## src/rtl/int_pos_gen.sv

```systemverilog
// int_pos_gen: raster-position interrupt request generator.
// Tracks beam position from video sync strobes and emits single-cycle frame
// and line interrupt pulses at software-programmed positions. Position
// registers are double-buffered: CPU writes land in pending registers and are
// promoted to the active set on frame_start.
// Optional feature macro: INTGEN_LINE_SKIP_EN (line interrupt divider, LSKIP
// register at address 3). With the macro undefined every line is selected and
// address 3 writes are ignored.
module int_pos_gen #(
  parameter int HCNT_W = 8,
  parameter int VCNT_W = 9
) (
  input  logic              clk,
  input  logic              res,
  input  logic              frame_start,
  input  logic              line_start,
  input  logic              hstb,
  input  logic              wr_stb,
  input  logic [1:0]        wr_addr,
  input  logic [7:0]        wr_data,
  output logic              int_start_frm,
  output logic              int_start_lin,
  output logic [HCNT_W-1:0] hcnt,
  output logic [VCNT_W-1:0] vcnt
);

  localparam int HPOS_W = 8;
  localparam int VPOS_W = 9;

  localparam logic [1:0] ADDR_HPOS  = 2'd0;
  localparam logic [1:0] ADDR_VPOSL = 2'd1;
  localparam logic [1:0] ADDR_VPOSH = 2'd2;
`ifdef INTGEN_LINE_SKIP_EN
  localparam logic [1:0] ADDR_LSKIP = 2'd3;
  localparam int         LSKIP_W    = 8;
`endif

  // Saturating increment helpers: counters stick at all-ones so that an
  // all-ones position stays reachable on overlong lines/frames.
  function automatic logic [HCNT_W-1:0] sat_inc_h(input logic [HCNT_W-1:0] v);
    return (&v) ? v : v + 1'b1;
  endfunction

  function automatic logic [VCNT_W-1:0] sat_inc_v(input logic [VCNT_W-1:0] v);
    return (&v) ? v : v + 1'b1;
  endfunction

  // Pending (CPU-visible) and active (comparator-visible) position registers
  logic [HPOS_W-1:0] pend_hpos;
  logic [VPOS_W-1:0] pend_vpos;
  logic [HPOS_W-1:0] act_hpos;
  logic [VPOS_W-1:0] act_vpos;

`ifdef INTGEN_LINE_SKIP_EN
  logic [LSKIP_W-1:0] pend_lskip;
  logic [LSKIP_W-1:0] act_lskip;
  logic [LSKIP_W-1:0] line_div;
`endif

  // Arm flags and stage-0 match terms (combinational on registered counters)
  logic arm_frm;
  logic arm_lin;
  logic h_hit_p0;
  logic v_hit_p0;
  logic line_sel_p0;
  logic frm_fire_p0;
  logic lin_fire_p0;

  // CPU writes update pending registers immediately
  always_ff @(posedge clk or posedge res) begin
    if (res) begin
      pend_hpos <= '0;
      pend_vpos <= '0;
    end else if (wr_stb) begin
      case (wr_addr)
        ADDR_HPOS:  pend_hpos      <= wr_data;
        ADDR_VPOSL: pend_vpos[7:0] <= wr_data;
        ADDR_VPOSH: pend_vpos[8]   <= wr_data[0];
        default: ;
      endcase
    end
  end

`ifdef INTGEN_LINE_SKIP_EN
  // LSKIP pending register, written through address 3
  always_ff @(posedge clk or posedge res) begin
    if (res) begin
      pend_lskip <= '0;
    end else if (wr_stb && (wr_addr == ADDR_LSKIP)) begin
      pend_lskip <= wr_data;
    end
  end
`endif

  // Promote pending to active at the frame boundary; a same-cycle write is
  // not seen here because pending only updates at this same edge
  always_ff @(posedge clk or posedge res) begin
    if (res) begin
      act_hpos <= '0;
      act_vpos <= '0;
    end else if (frame_start) begin
      act_hpos <= pend_hpos;
      act_vpos <= pend_vpos;
    end
  end

`ifdef INTGEN_LINE_SKIP_EN
  // Active LSKIP load at the frame boundary
  always_ff @(posedge clk or posedge res) begin
    if (res) begin
      act_lskip <= '0;
    end else if (frame_start) begin
      act_lskip <= pend_lskip;
    end
  end

  // Line divider: 0 on line 0, counts lines and wraps after act_lskip
  always_ff @(posedge clk or posedge res) begin
    if (res) begin
      line_div <= '0;
    end else if (frame_start) begin
      line_div <= '0;
    end else if (line_start) begin
      line_div <= (line_div == act_lskip) ? '0 : line_div + 1'b1;
    end
  end
`endif

  // Horizontal position: cleared per line, line_start beats hstb
  always_ff @(posedge clk or posedge res) begin
    if (res) begin
      hcnt <= '0;
    end else if (line_start) begin
      hcnt <= '0;
    end else if (hstb) begin
      hcnt <= sat_inc_h(hcnt);
    end
  end

  // Vertical position: cleared per frame, counts line starts
  always_ff @(posedge clk or posedge res) begin
    if (res) begin
      vcnt <= '0;
    end else if (frame_start) begin
      vcnt <= '0;
    end else if (line_start) begin
      vcnt <= sat_inc_v(vcnt);
    end
  end

  // Stage 0: compare registered counters against the active positions
  always_comb begin
    h_hit_p0    = (32'(hcnt) == 32'(act_hpos));
    v_hit_p0    = (32'(vcnt) == 32'(act_vpos));
`ifdef INTGEN_LINE_SKIP_EN
    line_sel_p0 = (line_div == '0);
`else
    line_sel_p0 = 1'b1;
`endif
    frm_fire_p0 = arm_frm && v_hit_p0 && h_hit_p0;
    lin_fire_p0 = arm_lin && h_hit_p0 && line_sel_p0;
  end

  // Frame arm flag: set per frame, dropped once the pulse has been issued
  always_ff @(posedge clk or posedge res) begin
    if (res) begin
      arm_frm <= 1'b0;
    end else if (frame_start) begin
      arm_frm <= 1'b1;
    end else if (frm_fire_p0) begin
      arm_frm <= 1'b0;
    end
  end

  // Line arm flag: set per line, dropped once the pulse has been issued
  always_ff @(posedge clk or posedge res) begin
    if (res) begin
      arm_lin <= 1'b0;
    end else if (line_start) begin
      arm_lin <= 1'b1;
    end else if (lin_fire_p0) begin
      arm_lin <= 1'b0;
    end
  end

  // Stage 1: registered interrupt pulses, one cycle wide since the arm
  // flag drops on the same edge
  always_ff @(posedge clk or posedge res) begin
    if (res) begin
      int_start_frm <= 1'b0;
      int_start_lin <= 1'b0;
    end else begin
      int_start_frm <= frm_fire_p0;
      int_start_lin <= lin_fire_p0;
    end
  end

endmodule

```

## config.mk

```make
export PLATFORM = sky130hd
export DESIGN_NAME = int_pos_gen
export DESIGN_NICKNAME = d
export VERILOG_FILES = /design/src/rtl/int_pos_gen.sv
export SDC_FILE = /design/constraint.sdc
export NUM_CORES = 1
export LEC_CHECK = 0
export ABC_AREA = 0
export ABC_CLOCK_PERIOD_IN_PS = 6300
export BUFFER_PORTS_ARGS = -buffer_cell sky130_fd_sc_hd__buf_2
export CORE_MARGIN = 3
export CORE_UTILIZATION = 30
export CTS_BUF_LIST = sky130_fd_sc_hd__clkbuf_2 sky130_fd_sc_hd__clkbuf_4 sky130_fd_sc_hd__clkbuf_8
export CTS_CLUSTER_DIAMETER = 50
export CTS_CLUSTER_SIZE = 16
export DETAILED_ROUTE_END_ITERATION = 16
export HOLD_SLACK_MARGIN = 0.06
export PLACE_DENSITY = 0.46
export SLEW_MARGIN = 10
export SYNTH_ARGS = -nofsm -noshare
export SYNTH_HDL_FRONTEND = slang
export SYNTH_SLANG_ARGS = --single-unit
```

## constraint.sdc

```tcl
create_clock -name clk -period 6.3 [get_ports clk]
set_clock_uncertainty 0.1 [all_clocks]
set_input_delay 0.945 -clock clk [delete_from_list [all_inputs] [get_ports clk]]
set_output_delay 0.945 -clock clk [all_outputs]
set_load 0.01 [all_outputs]
```

==> metrics.cfg <==
[global_route]
antenna_found_initial = 0
gr-usage-all-layers_pct = 10.9
grt_pass1_vias = 1569
grt_overflow_total = 0
grt_pass1_wl_um = 8310
grt_max_degree = 56

[floorplanning]
fp.dieH_um = 97.7
die_area_um2 = 9540
start_util_pct = 31.8
rows = 32
ios = 35
core_um2 = 7930
fp.dieW_um = 97.7

[detailed_routing]
routed-via-count = 1572
wl_per_cell_um = 14.8
drt-initial-drc-count = 88
firstDrtPassIters = 4
routed_via_density = 4.71
drc = 0
ant_nets = 0
wl_um = 4930

[placement]
dp_hpwl_um = 3500
port_buffers = 34
dp_cells = 326
post-place-ws_ps = 3790
place.gp.congestion = 0.725
place_area_um2 = 2790

[run_status]
outcome = finished, final reports clean

[clock_network]
ctsLongestPathBuffers = 2
tritoncts = done
cts_sinks = 55
post_cts_buffers = 0
clock_latency_ps = 300
cts_resized = 0
clk_pin_slew_worst_paths_ps = 90
htreeDepth = 2
cts_buffers = 5
cts_root_buffer = clkbuf_8
cts_hold_buffers = 0

[sta]
fin_hold_ws_ps = 388
timing.final.max_slew_violations = 0
timing.final.hold_violations = 0
post-route-min-period_ps = 2460
fmaxAchievable_ghz = 0.406
setup_slack_ps = 3840
worst_pin_slew_ps = 750
tns_ps = 0
rsz0062_at_grt = no
finalSetupViolCount = 0
slew_headroom_pct = 49.8
fin_crit_sh_pct = 39.1

[worst_setup_path]
worstPathArrival_ps = 2530
rr_worst_depth = 8
cp_max_fo = 9
path_buf_inv = 0
required_ps = 6370
endpoint_kind = register
crit_family = simple AND/OR/NAND/NOR gates
cp.depth = 8
start_kind = register
path_cells = ha_1 > and3_1 > and3_1 > ha_1 > nor2b_1 > and4_1 > xnor2_1 > nor2_1
crit_slowest_cell = nor2b_1
crit_type = register to register
max_stage_delay_ps = 530

[logic_synthesis]
ys_ff_latch = 55
avgSynthCellArea_um2 = 12.9
ys_seq_area_share_pct = 54.6
synth_warnings = 0
synth_nets = 214
syn-cell-area_um2 = 2520
ys_types = 36
netlist_instances = 195

[power_and_ir_drop]
power_density_nw_per_um2 = 258
peakVddDrop_mv = 0.130
finalPower_uw = 743
leakage_nw = 1.34

[finish]
final_net_count = 250
final_cells = 334
final_area_um2 = 2880
multiInputGateArea_um2 = 1090
seqCellArea_um2 = 1380
utilization_pct = 36.3
drive_gt1_share_pct = 37.5
antenna_cells = 0
nFillCells = 819
area_growth_pct = 14.2

[flow_run]
drv_cap = 0

[hold_path]
min_path_cells = 1
min_path_type = register to register

==> Yosys cell counts <==
cell type | n | area [µm²]
a211oi_1 | 1 | 7.51
and4_2 | 1 | 10.0
a21o_1 | 1 | 7.51
and3_1 | 6 | 37.5
nor3b_2 | 1 | 12.5
o21ai_0 | 2 | 10.0
o31ai_2 | 1 | 12.5
buf_2 | 3 | 15.0
a31oi_1 | 1 | 6.26
nor2b_1 | 1 | 6.26
clkbuf_1 | 1 | 3.75
mux2i_1 | 3 | 30.0
nand3_1 | 4 | 20.0
dfrtp_1 | 55 | 1380
ha_1 | 3 | 37.5
nand4_1 | 5 | 31.3
inv_1 | 4 | 15.0
nand4_2 | 1 | 12.5
xor2_1 | 21 | 184
a21oi_1 | 2 | 10.0
buf_4 | 1 | 7.51
o31a_1 | 1 | 8.76
or2_2 | 1 | 6.26
nor3_1 | 3 | 15.0
nand2_1 | 6 | 22.5
nor4_1 | 1 | 6.26
nor4b_1 | 1 | 8.76
and4_1 | 1 | 8.76
mux2_2 | 34 | 383
and3_4 | 1 | 11.3
buf_6 | 1 | 11.3
nand3b_1 | 2 | 15.0
nor2_1 | 15 | 56.3
a2111oi_4 | 1 | 27.5
xnor2_1 | 7 | 61.3
nor4_2 | 2 | 25.0
==> where the power goes <==
part | switching, mW | total (mW) | internal, mW
clock | 0.112 | 0.199 | 0.0871
combinational | 0.0461 | 0.107 | 0.0612
sequential | 0.0336 | 0.436 | 0.402
==> logic make-up after synthesis <==
kind of cell	Yosys count	share of synthesized area (%)
buffers and inverters	10	2.08
muxes	37	16.4
DFF	55	54.6
and+or+nand+nor	52	12.1
adders and majority gates	3	1.49
AOI/OAI and AO/OA	10	3.58
xor gates and xnor gates	28	9.73
==> layout by cell type (no fill, tap or decap), types with 2 or more instances in the layout <==
| cell | count |
|---|---|
| mux2_2 | 34 |
| xor2_1 | 21 |
| buf_2 | 34 |
| mux2i_1 | 3 |
| nand3b_1 | 2 |
| and3_1 | 6 |
| o21ai_0 | 2 |
| nand4_1 | 5 |
| inv_1 | 3 |
| clkbuf_8 | 5 |
| dfrtp_1 | 55 |
| clkbuf_4 | 2 |
| ha_1 | 3 |
| nor4_2 | 2 |
| xnor2_1 | 7 |
| nand3_1 | 4 |
| nor3_1 | 3 |
| nor2_1 | 15 |
| a21oi_1 | 2 |
| nand2_1 | 6 |
==> registers in the layout, summed over array words and instances (netlist names) <==
register / count
act_hpos: 8
act_vpos: 9
arm_frm: 1
arm_lin: 1
hcnt: 8
int_start_frm: 1
int_start_lin: 1
pend_hpos: 8
pend_vpos: 9
vcnt: 9
==> worst reg2reg max path: stages, from the launching register on <==
cell and delay [ps]:
dfrtp_1 440, ha_1 260, and3_1 180, and3_1 170, ha_1 170, nor2b_1 530, and4_1 310, xnor2_1 120
nor2_1 50
==> per-layer routing <==
metal,global-route usage (%),wire [µm],vias up
met4,3.19,63,0
met3,2.73,144,5
met5,0,0,-
li1,-,-,757
met1,16.4,2620,788
met2,15.2,2100,22
==> cell type report <==
cell class | instances | share of cell area (%)
clock inverter | 1 | 0.174
clock buffer | 7 | 2.91
timing repair buffer | 35 | 6.18
inverter | 4 | 0.522
tap | 102 | 4.44
sequential | 55 | 47.8
multi-input combinational | 130 | 37.9
==> final timing paths <==
path                           end     from  slack, ps
max reg2reg                vcnt[7]  vcnt[0]       3840
max in group asynchronous  vcnt[0]      res       4920
min reg2reg                arm_lin  arm_lin        390
min in group asynchronous  hcnt[7]      res        720
max                        vcnt[7]  vcnt[0]       3840
min                        arm_lin  arm_lin        390
Power figures use the tool's default switching activity.
